`src/rtl/axi_wr_slave.sv`:
```
// axi_wr_slave: single-outstanding AXI write slave driving a word-wide memory port.
//   Accepts one AW, consumes len+1 W beats (one per cycle), issues one B response.
//   Each accepted beat produces a registered one-cycle memory write (mem_we) unless
//   the burst has picked up an error, in which case beats are consumed but not written.
// Ports:
//   clock, reset_n (async, active-low)
//   aw_*  : write address channel (aw_lock/cache/prot/user accepted and ignored)
//   w_*   : write data channel
//   b_*   : write response channel (b_resp 0 = OKAY, 2 = SLVERR)
//   mem_* : memory write strobe, word index, data and byte enables
// Configuration:
//   AXI_WR_SLAVE_WRAP_EN : when defined, WRAP bursts are supported; otherwise a
//                          WRAP burst is consumed without writing and answered SLVERR.
module axi_wr_slave #(
   parameter int unsigned AXI_WR_ID_WIDTH   = 8,
   parameter int unsigned AXI_WR_ADDR_WIDTH = 32,
   parameter int unsigned AXI_WR_BUS_WIDTH  = 32,
   parameter int unsigned MEM_ADDR_WIDTH    = 10,
   parameter logic [AXI_WR_ADDR_WIDTH-1:0] BASE_ADDR = '0
) (
   input  logic                            clock,
   input  logic                            reset_n,
   input  logic [AXI_WR_ID_WIDTH-1:0]      aw_id,
   input  logic [AXI_WR_ADDR_WIDTH-1:0]    aw_addr,
   input  logic [3:0]                      aw_len,
   input  logic [2:0]                      aw_size,
   input  logic [1:0]                      aw_burst,
   input  logic [1:0]                      aw_lock,
   input  logic [3:0]                      aw_cache,
   input  logic [2:0]                      aw_prot,
   input  logic [4:0]                      aw_user,
   input  logic                            aw_valid,
   output logic                            aw_ready,
   input  logic [AXI_WR_ID_WIDTH-1:0]      w_id,
   input  logic [AXI_WR_BUS_WIDTH-1:0]     w_data,
   input  logic [AXI_WR_BUS_WIDTH/8-1:0]   w_strb,
   input  logic                            w_last,
   input  logic                            w_valid,
   output logic                            w_ready,
   output logic [AXI_WR_ID_WIDTH-1:0]      b_id,
   output logic [1:0]                      b_resp,
   output logic                            b_valid,
   input  logic                            b_ready,
   output logic                            mem_we,
   output logic [MEM_ADDR_WIDTH-1:0]       mem_addr,
   output logic [AXI_WR_BUS_WIDTH-1:0]     mem_wdata,
   output logic [AXI_WR_BUS_WIDTH/8-1:0]   mem_be
);

   localparam int unsigned AW  = AXI_WR_ADDR_WIDTH;
   localparam int unsigned BB  = AXI_WR_BUS_WIDTH / 8;
   localparam int unsigned BL  = $clog2(BB);
   localparam int unsigned WIN = MEM_ADDR_WIDTH + BL;   // log2 of window size in bytes
   localparam logic [AW-1:0] A_ONE = {{(AW-1){1'b0}}, 1'b1};

   typedef enum logic [1:0] {IDLE, DATA, RESP} state_t;

   state_t                            state_q;
   logic                              aw_ready_q, w_ready_q, b_valid_q, mem_we_q, err_q;
   logic [AXI_WR_ID_WIDTH-1:0]        id_q, b_id_q;
   logic [AW-1:0]                     addr_q;
   logic [3:0]                        len_q, beat_cnt_q;
   logic [2:0]                        size_q;
   logic [1:0]                        burst_q, b_resp_q;
   logic [MEM_ADDR_WIDTH-1:0]         mem_addr_q;
   logic [AXI_WR_BUS_WIDTH-1:0]       mem_wdata_q;
   logic [AXI_WR_BUS_WIDTH/8-1:0]     mem_be_q;

   logic                              aw_err_d, beat_err_d, last_d;
   logic [AW-1:0]                     aw_bytes, beat_bytes, aligned, addr_d;
   logic [MEM_ADDR_WIDTH-1:0]         mem_idx_d;
`ifdef AXI_WR_SLAVE_WRAP_EN
   logic [AW-1:0]                     wrap_size, wrap_low;
`endif

   logic unused_ok;
   assign unused_ok = ^{aw_lock, aw_cache, aw_prot, aw_user, 1'b0};

   // Address falls inside [BASE_ADDR, BASE_ADDR + 2^WIN).
   function automatic logic in_window(input logic [AW-1:0] a);
      logic [AW-1:0] off;
      off = a - BASE_ADDR;
      return (a >= BASE_ADDR) && ((off >> WIN) == '0);
   endfunction

   always_comb begin
      aw_bytes = A_ONE << aw_size;
      aw_err_d = !in_window(aw_addr) || (aw_size > 3'(BL)) || (aw_burst == 2'd3);
`ifdef AXI_WR_SLAVE_WRAP_EN
      if ((aw_burst == 2'd2) &&
          (((aw_addr & (aw_bytes - A_ONE)) != '0) || !(aw_len inside {4'd1, 4'd3, 4'd7, 4'd15})))
         aw_err_d = 1'b1;
`else
      if (aw_burst == 2'd2)
         aw_err_d = 1'b1;
`endif

      beat_bytes = A_ONE << size_q;
      aligned    = addr_q & ~(beat_bytes - A_ONE);
      last_d     = (beat_cnt_q == len_q);
`ifdef AXI_WR_SLAVE_WRAP_EN
      wrap_size  = ({{(AW-4){1'b0}}, len_q} + A_ONE) << size_q;
      wrap_low   = addr_q & ~(wrap_size - A_ONE);
`endif
      case (burst_q)
         2'd1:    addr_d = aligned + beat_bytes;
`ifdef AXI_WR_SLAVE_WRAP_EN
         2'd2:    addr_d = wrap_low + ((addr_q + beat_bytes) & (wrap_size - A_ONE));
`endif
         default: addr_d = addr_q;
      endcase

      // Sticky error: includes this beat's own address/protocol faults so the
      // offending beat itself is not written.
      beat_err_d = err_q || !in_window(addr_q) || (w_last != last_d) || (w_id != id_q);
      mem_idx_d  = MEM_ADDR_WIDTH'((addr_q - BASE_ADDR) >> BL);
   end

   always_ff @(posedge clock or negedge reset_n) begin
      if (!reset_n) begin
         state_q     <= IDLE;
         aw_ready_q  <= 1'b0;
         w_ready_q   <= 1'b0;
         b_valid_q   <= 1'b0;
         b_resp_q    <= '0;
         b_id_q      <= '0;
         mem_we_q    <= 1'b0;
         mem_addr_q  <= '0;
         mem_wdata_q <= '0;
         mem_be_q    <= '0;
         beat_cnt_q  <= '0;
         err_q       <= 1'b0;
         id_q        <= '0;
         addr_q      <= '0;
         len_q       <= '0;
         size_q      <= '0;
         burst_q     <= '0;
      end else begin
         mem_we_q <= 1'b0;
         case (state_q)
            IDLE: begin
               if (aw_valid && aw_ready_q) begin
                  id_q       <= aw_id;
                  addr_q     <= aw_addr;
                  len_q      <= aw_len;
                  size_q     <= aw_size;
                  burst_q    <= aw_burst;
                  beat_cnt_q <= '0;
                  err_q      <= aw_err_d;
                  aw_ready_q <= 1'b0;
                  w_ready_q  <= 1'b1;
                  state_q    <= DATA;
               end else begin
                  aw_ready_q <= 1'b1;
               end
            end
            DATA: begin
               if (w_valid && w_ready_q) begin
                  mem_addr_q  <= mem_idx_d;
                  mem_wdata_q <= w_data;
                  mem_be_q    <= w_strb;
                  mem_we_q    <= !beat_err_d && (w_strb != '0);
                  addr_q      <= addr_d;
                  beat_cnt_q  <= beat_cnt_q + 4'd1;
                  err_q       <= beat_err_d;
                  if (last_d) begin
                     w_ready_q <= 1'b0;
                     b_valid_q <= 1'b1;
                     b_id_q    <= id_q;
                     b_resp_q  <= beat_err_d ? 2'd2 : 2'd0;
                     state_q   <= RESP;
                  end
               end
            end
            RESP: begin
               if (b_ready && b_valid_q) begin
                  b_valid_q  <= 1'b0;
                  aw_ready_q <= 1'b1;
                  state_q    <= IDLE;
               end
            end
            default: state_q <= IDLE;
         endcase
      end
   end

   assign aw_ready  = aw_ready_q;
   assign w_ready   = w_ready_q;
   assign b_valid   = b_valid_q;
   assign b_id      = b_id_q;
   assign b_resp    = b_resp_q;
   assign mem_we    = mem_we_q;
   assign mem_addr  = mem_addr_q;
   assign mem_wdata = mem_wdata_q;
   assign mem_be    = mem_be_q;

endmodule

```
`config.mk`:
```
export PLATFORM = sky130hd
export DESIGN_NAME = axi_wr_slave
export DESIGN_NICKNAME = d
export VERILOG_FILES = /design/src/rtl/axi_wr_slave.sv
export SDC_FILE = /design/constraint.sdc
export NUM_CORES = 1
export LEC_CHECK = 0
export CAP_MARGIN = 10
export CORE_ASPECT_RATIO = 0.75
export CORE_UTILIZATION = 35
export CTS_BUF_LIST = sky130_fd_sc_hd__clkbuf_8
export DETAILED_ROUTE_END_ITERATION = 12
export GPL_TIMING_DRIVEN = 1
export SLEW_MARGIN = 20
export SYNTH_ARGS = -nofsm -noshare
export SYNTH_HDL_FRONTEND = slang
export SYNTH_SLANG_ARGS = --single-unit
```
`constraint.sdc`:
```
create_clock -name clock -period 6.45 [get_ports clock]
set_clock_uncertainty 0.15 [all_clocks]
set_input_delay 1.29 -clock clock [delete_from_list [all_inputs] [get_ports clock]]
set_output_delay 1.29 -clock clock [all_outputs]
set_load 0.01 [all_outputs]
```
Yosys cells after proc, flatten, opt, wreduce, memory -nomap -nowiden
Cells that the tools add are included. W data, S select, Z words.

Output and inout bits: 60. Flip-flop bits (word level): 116. Logic and storage cells: 99. Bits of input ports: 113.

Bitwise gates (word level): 2. Equal/unequal tests: 13. Reduce and logical (&&, ||, !) cells: 30. Order comparisons: 3. Shift-type cells: 1. Muxes and demuxes: 30. Add/sub/neg operators: 3.

Operator list (number): $mux W32 (3); $ge A32 B1 Y1 const B (2); $logic_not A32 Y1 (2); $pmux W32 S2 (1); $add A32 B32 Y32 (1); $and A32 B32 Y32 (1); $not A32 Y32 (1); $shl A1 B3 Y32 const A (1); $sub A32 B1 Y32 const B (1); $reduce_and A4 Y1 (4); $mux W1 (13); $mux W2 (5); $mux W4 (2); $ne A2 B2 Y1 const B (4); $ne A8 B8 Y1 (1); $pmux W1 S2 (4); $pmux W4 S2 (1); $eq A2 B2 Y1 const B (3); $logic_and A1 B1 Y1 (6); $pmux W2 S3 (1); $reduce_and A2 Y1 (3); $reduce_and A3 Y1 (2); $reduce_bool A2 Y1 (3); $logic_or A1 B1 Y1 (5); 9 further kinds (12).

Longest topological paths before layout
Gate-level depths: netlist of run 1.

Depth after elaboration: 10. Depth in mapped cells: 13. Gate-level depth less buffers: 11.

Worst setup path after synthesis of run 1
OpenSTA, ideal clock, no wires.

Path kind: reg2reg. Start point: register size_q[1]. End point: register addr_q[22]. Required time: 6.180 ns. Library setup time: 0.120 ns. Clock period less this slack: 3.083 ns. Path slack: 3.367 ns. Cell stages (with the launch flop): 13. Data arrival time: 2.814 ns. Buffers on the path: 2. Cells stage by stage: dfrtp_1 > buf_2 > clkbuf_1 > and3_1 > inv_1 > ha_1 > and2_1 > ha_1 > nand2_1 > a21oi_4 > a311oi_4 > nor4b_1 > and3b_1.

Cells in the longest elaborated chain, start to end: 8.

RTL lines: start: declaration (RTL line 63) `logic [2:0] size_q;`; start signal: assignment (RTL line 146) `size_q <= aw_size;`; $shl A1 B3 Y32 (*) (RTL line 98) `beat_bytes = A_ONE << size_q;`; $sub A32 B1 Y32 (RTL line 99) `aligned = addr_q & ~(beat_bytes - A_ONE);`; $not A32 Y32 (RTL line 99); $and A32 B32 Y32 (RTL line 99); $add A32 B32 Y32 (*) (RTL line 106) `2'd1: addr_d = aligned + beat_bytes;`; $mux W32 (*) (RTL line 105) `case (burst_q)`; $mux W32 (*) (RTL line 158) `if (w_valid && w_ready_q) begin`; $pmux W32 S2 (*) (RTL line 140) `case (state_q)`; end signal: assignment (RTL line 144) `addr_q <= aw_addr;`; end signal: assignment (RTL line 163) `addr_q <= addr_d;`; end: declaration (RTL line 61) `logic [AW-1:0] addr_q;`.

Mark *: on every way between the ends. The rest lies on a longest branch, timed or not. The select of a mux whose other input is x is not followed. A chain may end at the register's enable or synchronous reset.

Worst setup path after layout of run 1
Start point: input port w_valid. End point: register addr_q[28].

Cells in the longest elaborated chain, start to end: 3.

RTL lines: start: declaration (RTL line 38) `input logic w_valid,`; $logic_and A1 B1 Y1 (RTL line 158); $ne A2 B2 Y1 (no source line); $reduce_and A4 Y1 (no source line).

No other way between the ends.

==> run summary, run 1 <==
The flow ran to the end, and the final reports show no timing, DRC or antenna violations. The critical path is of the in -> reg type. The netlist area before placement came out at 6071 um2. Entering global routing, the biggest net connects 81 pins. The final antenna-violating net count came out at 0. The number of buffer cells added on primary ports is 157. sky130_fd_sc_hd__dfrtp_1 takes more of the synthesized area than any other cell. The data required time at the worst endpoint is 6.68 ns. The number of global-route vias before repair is 5536.

For this run, the total global-route usage over all layers was measured as 0.2076. The flop-to-flop setup slack came out at 2.93 ns. The cell chosen for the clock root is sky130_fd_sc_hd__clkbuf_8. In the synthesized netlist the dominant register cell turns out to be sky130_fd_sc_hd__dfrtp_1. The type of origin of the critical path is an input pin. The count of yosys warnings during synthesis is 0. The final net count is 964. The number of fill cells in the layout is 1600. The endpoint type of the worst setup path is a flip-flop.

The boundary pin count is 173. The clock period could shrink to 4.161 ns. The maximum level of the CTS H-tree came out at 4.

The floorplan die width is 154.1 um. The number of post-CTS setup repair buffers is 0. In this run the most critical hold path is launched from mem_addr[2]$_DFFE_PN0P_. The count of flip-flops with a built-in enable after synthesis is 0. The area of the die came out at 17880 um2. The clock tree from TritonCTS is yes. The via count came out at 5707. In this run, CTS created clock tree buffers numbering 17. The share of the synthesized area in the top cell type is 0.4740. The number of nets produced by synthesis is 823. The first detailed-routing pass took 5 iterations. For hold timing, the worst endpoint is mem_addr[2]$_DFFE_PN0P_. From synthesis to final layout, the design area changed by 35.33%. The worst hold path was traced through 2 stages. The detailed-route wire length per cell is 16.59 um. Once detailed placement completed, the half-perimeter wirelength came to 12.33 mm.

The number of cells after detailed placement came out at 1041. The upper clock frequency limit is 0.2403 GHz. The first-pass GRT wire length is 28.95 mm. The number of standard cells after synthesis is 705. Setup repair after global routing left no endpoint under its margin. The weighted congestion reported at the end of routability-driven placement came out at 0.9056. After the flow finishes, the layout carries non-filler instances totaling 1074. By area the synthesized netlist is led by sky130_fd_sc_hd__dfrtp_1, sky130_fd_sc_hd__nand2_1, sky130_fd_sc_hd__nor2_1. The insertion delay of the later-clocked pin in the worst-skew pair came out at 0.45 ns. In the post-synthesis netlist, the cell with the most instances is sky130_fd_sc_hd__nand2_1. At the end of the flow the core is filled with cells to 0.4868. The count of inserted antenna diode cells came out at 0.

The area of the core came out at 16880 um2. Summed over all cells, the static leakage comes to 3.630 nW. The worst vdd rail ir drop is 0.1921 mV. The floorplan row count is 41. The startpoint identified for the worst register-to-register timing path is size_q[1]$_DFFE_PN0P_.

Of the synthesized area, sequential elements account for 0.4740. The post-synthesis async set-or-reset flop share came out at 1.000. Yosys mapped the design onto 67 distinct sky130hd cell types. The final max-slew violation count came out at 0. The final-layout setup total negative slack came out at 0 ns. The worst min-delay path category is reg -> reg. The relative slew slack came out at 0.2634. In the routed layout, each cell is associated on average with a via count of 5.314.

Setup violations remaining at the end of the flow were counted as 0. The height of the die is 116.1 um. The most critical setup path has its startpoint at w_valid. The actual slew at the worst max-slew pin came out at 1.105 ns.

The average cell area after synthesis came out at 8.611 um2. The sum of routed wire length over all layers is 17.82 mm. By count the netlist is led by sky130_fd_sc_hd__nand2_1, sky130_fd_sc_hd__dfrtp_1, sky130_fd_sc_hd__nor2_1, sky130_fd_sc_hd__a21oi_1, sky130_fd_sc_hd__o21ai_0. The worst register-to-register path ends at addr_q[22]$_DFFE_PN0P_.

The total number of clock tree sinks is 115. STA puts the critical path data arrival time at 4.39 ns. The total overflow left after global routing is 0. Of all nets on the critical path, the largest fanout is 53.

Max-cap violations in this run came to 0. In the finished design, the share of the clock period the worst path needs comes to 0.6452. The final count of hold timing violations is 0.

The number of synthesized register bits is 115. The total of hold buffers inserted after clock tree synthesis came out at 0. The areal power density over the cells is 437.6 nW/um2. After clock tree synthesis, the clock-pin slew on the worst setup and hold paths is 0.08 ns. Post-CTS repair changed the size of 0 cells.

Of the cells placed in the final design, the portion with a size suffix greater than 1 is 0.07916. The initial cell density of the core is 0.3597. The deepest clock path buffer count came out at 2. The DRC violations left is 0.

The worst-case reg-to-reg path depth came out at 10. The first routing iteration left 512 violations. The initial antenna violation count was 0.
[layout make-up]
class                      count  area (um2)  share of cell area
tap                          215       269.0             0.03274
clock inverter                15       161.4             0.01965
inverter                       8       30.03            0.003655
sequential                   115        2878              0.3503
timing repair buffer         165        1653              0.2012
multi-input combinational    539        2990              0.3640
clock buffer                  17       234.0             0.02848
[cell usage in the layout, fill, tap and decap left out, drive strengths merged, types with 10 or more instances in the layout]
master and n:
inv 19, clkbuf 17, xor2 13, nor2 41, o21ai 26, nand4 12, dfrtp 115, and3 14
clkdlybuf4s50 156, nor4 15, nor3 18, a21oi 30, nand3 14, mux2 10, nand2 229
[state kept, by name, indices dropped and copies added, names as in the netlist]
register    cells
mem_addr       10
w_ready         1
state_q         2
mem_be          4
mem_we          1
id_q            8
size_q          3
len_q           4
aw_ready        1
b_id            8
burst_q         2
mem_wdata      32
b_resp          1
addr_q         32
b_valid         1
beat_cnt_q      4
err_q           1
[cell families after synthesis]
| kind of cell | Yosys count | synth area share |
|---|---|---|
| DFF | 115 | 0.4740 |
| muxes | 14 | 0.02514 |
| adders and majority gates | 5 | 0.01031 |
| other | 1 | 0.0006177 |
| buffers and inverters | 51 | 0.03689 |
| and+or+nand+nor | 376 | 0.2797 |
| AOI/OAI and AO/OA | 124 | 0.1459 |
| xor gates and xnor gates | 19 | 0.02741 |
[worst max path at each step]
stage,end,cells after the start
after floorplan,addr_q[22]$_DFFE_PN0P_,12
after global placement,addr_q[28]$_DFFE_PN0P_,7
after detailed placement,addr_q[28]$_DFFE_PN0P_,7
after CTS,addr_q[28]$_DFFE_PN0P_,7
after global routing,addr_q[24]$_DFFE_PN0P_,7
final,addr_q[28]$_DFFE_PN0P_,7
[critical path, cell delays in order]
cell	delay, ns
sky130_fd_sc_hd__clkdlybuf4s50_1	0.56
sky130_fd_sc_hd__nand4b_4	0.64
sky130_fd_sc_hd__a22oi_2	1.14
sky130_fd_sc_hd__buf_4	0.29
sky130_fd_sc_hd__o2111ai_1	0.10
sky130_fd_sc_hd__o31a_1	0.24
sky130_fd_sc_hd__a21oi_1	0.11
[report_power, final]
part           internal [mW]  switching (mW)
Clock                  0.324           0.364
Combinational          0.761           0.800
Sequential              1.02           0.326
[stage by stage]
step | setup slack (ns) | area (um2) | hold WS, ns | power, mW
floorplan | 3.367 | 6071 | 0.2869 | 2.228
global placement | 1.842 | 7782 | 0.3073 | 2.869
detailed placement | 1.816 | 7782 | 0.3107 | 2.910
CTS | 2.294 | 8178 | 0.3323 | 3.610
global route | 2.100 | 8215 | 0.3456 | 3.878
finish | 2.289 | 8215 | 0.3257 | 3.595
[layer usage]
metal	GRT usage	part of all wire	wire, um	up-vias
li1	-	-	-	2738
met1	0.2789	0.46	8207	2742
met2	0.3218	0.45	7976	214
met3	0.07330	0.085	1517	13
met4	0.04733	0.0066	117	0
met5	0	0	0	-
Power figures use the tool's default switching activity.
==> inputs of run 2 (changes only) <==
Clock period 6.45 ns to 3.8 ns, I/O delays scaled along.
==> run 2 against run 1 <==
- die area stayed put
- routed wire length down 1.2%
- non-clock buffer count up 9
- clock power increased by 86%
- critical endpoint is now addr_q[22]$_DFFE_PN0P_
- largest cell class unchanged
==> run summary, run 2 (synthesis gave the netlist of run 1 again) <==
The run finished with clean final reports. The total of hold buffers inserted after clock tree synthesis is 0. The insertion delay of the later-clocked pin in the worst-skew pair is 0.44 ns.

The final count of hold timing violations is 0. Adding up every negative setup slack in the final design gives 0 ns. The via count came out at 5707. The upper clock frequency limit is 0.3238 GHz. The height of the die is 116.1 um. The worst hold slack after final layout is 0.2389 ns. Across all setup checks in the final design, the least slack found is 0.7117 ns. The post-route total power came out at 6.230 mW.

The number of global-route vias before repair came out at 5582. The floorplan row count is 41. The data required time at the worst endpoint came out at 3.98 ns.

The deepest clock path buffer count came out at 2. Entering global routing, the biggest net connects 61 pins. The relative slew slack came out at 0.4926.

CTS saw 115 sinks. The number of vias per cell after detailed routing is 5.270. The areal power density over the cells came out at 749.6 nW/um2. The number of cells after detailed placement is 1051. Traced cell by cell, the critical path runs through and3_1 > inv_1 > ha_1 > and2_1 > ha_1 > nand2_1 > a21oi_4 > a311oi_4 > nor4b_1 > and3b_1. The fraction of final layout cells with drive strength greater than 1 is 0.08756. The DRC violations left is 0.

Setup repair after global routing left no endpoint under its margin. The delay contributed by the slowest stage of the critical path is 0.65 ns. The floorplan step defined a die boundary enclosing 17880 um2. The count of buffer and inverter cells on the critical path is 1.

The number of buffer cells added on primary ports came out at 157. The final number of setup-violating endpoints came out at 0. Pin placement for this block handled 173 I/O pins. The first-pass GRT wire length came out at 28.58 mm.

The data arrival at the endpoint of the critical path is 3.27 ns. The actual slew at the worst max-slew pin came out at 0.7542 ns. The pre-CTS setup slack came out at 0.7642 ns. The number of gates resized after cts is 0. The floorplan die width came out at 154.1 um. In this run the standard cell core region covers 16880 um2.

The worst-case reg-to-reg path depth is 10. The worst register-to-register path has a setup slack of 0.71 ns. The total global routing track utilization came out at 0.2056. Among the stages of the critical path, the cell type that occurs most often is sky130_fd_sc_hd__ha_1. The worst min-delay path category is in -> async. The final net count came out at 973. The instance area after placement is 7870 um2. The sum of routed wire length over all layers is 17.61 mm.

The weighted congestion reported at the end of routability-driven placement came out at 0.9404. The worst setup path is launched from a flip-flop. The capture point of the worst reg-to-reg path is addr_q[22]$_DFFE_PN0P_.

Of all nets on the critical path, the largest fanout is 13. TritonCTS built the clock tree. The area added between synthesis and finish is 36.91%. The library cell used most frequently in the layout, excluding fill and tap cells, is sky130_fd_sc_hd__nand2_1. The worst setup path is of the reg -> reg kind. For the finished layout, the period the worst path requires is 3.088 ns. For this block, the initial DRC count from the detailed router was 345.

Summed over all nets, the half-perimeter wirelength after detailed placement is 12.45 mm. The final max-slew violation count is 0. The total iterations of the first detailed-routing run came out at 5. The count of inserted antenna diode cells is 0.

The category of cells accounting for the largest share of critical-path delay is simple AND/OR/NAND/NOR gates. The number of buffers inserted during clock tree synthesis is 17. The final non-filler cell area came out at 8312 um2. In the layout the commonest cells are sky130_fd_sc_hd__nand2_1, sky130_fd_sc_hd__clkdlybuf4s50_1, sky130_fd_sc_hd__dfrtp_1. After detailed routing, the average wire length per cell comes to 16.26 um. The final antenna-violating net count is 0.

The max-cap check violation count is 0. The worst vdd rail ir drop came out at 0.3288 mV. The initial cell density of the core is 0.3597.

The sum of overflow across all layers after global routing came out at 0. STA classifies the critical path endpoint as a flip-flop. The slowest stage of the critical path belongs to the cell sky130_fd_sc_hd__nor4b_1. In this run the number of H-tree levels came out at 4.

The initial antenna violation count was 0. The final cell count without fillers came out at 1083. In this run the static leakage power is 3.691 nW. Clock tree synthesis selected as its root buffer the cell sky130_fd_sc_hd__clkbuf_8. The utilization after layout is 0.4925. In the finished design, the share of the clock period the worst path needs comes to 0.8127. The worst register-to-register path begins at size_q[0]$_DFFE_PN0P_. The number of post-CTS setup repair buffers came out at 0.

After clock tree synthesis, the clock-pin slew on the worst setup and hold paths is 0.08 ns.
==> run 2: per-layer routing <==
metal | GRT usage | part of all wire | vias to the layer above
met5 | 0 | 0 | -
met4 | 0.04667 | 0.0098 | 0
met3 | 0.07592 | 0.093 | 18
met2 | 0.3161 | 0.44 | 219
met1 | 0.2763 | 0.46 | 2705
li1 | - | - | 2765
==> run 2: cell type report <==
cell class,count,area [um2]
Fill cell,1584,8566
Multi-Input combinational cell,539,2984
Sequential cell,115,2878
Timing Repair Buffer,174,1709
Tap cell,215,269.0
Clock buffer,17,234.0
Clock inverter,15,207.7
Inverter,8,30.03
==> run 2: how the worst max path moves through the flow <==
stage / end / slack (ns) / from / depth (start not counted)
2_1_floorplan: addr_q[22]$_DFFE_PN0P_ / 0.72 / size_q[1]$_DFFE_PN0P_ / 12
3_3_place_gp: addr_q[22]$_DFFE_PN0P_ / 0.79 / size_q[1]$_DFFE_PN0P_ / 10
3_5_place_dp: addr_q[22]$_DFFE_PN0P_ / 0.76 / size_q[1]$_DFFE_PN0P_ / 10
4_1_cts: addr_q[22]$_DFFE_PN0P_ / 0.74 / size_q[0]$_DFFE_PN0P_ / 10
5_1_grt: addr_q[22]$_DFFE_PN0P_ / 0.55 / size_q[0]$_DFFE_PN0P_ / 10
6_report: addr_q[22]$_DFFE_PN0P_ / 0.71 / size_q[0]$_DFFE_PN0P_ / 10
==> run 2: power by group <==
group	total (mW)	leakage (nW)	internal, mW	switching [mW]
Sequential	2.21	1.41	1.74	0.474
Clock	1.28	0.214	0.720	0.555
Combinational	2.75	2.06	1.32	1.43
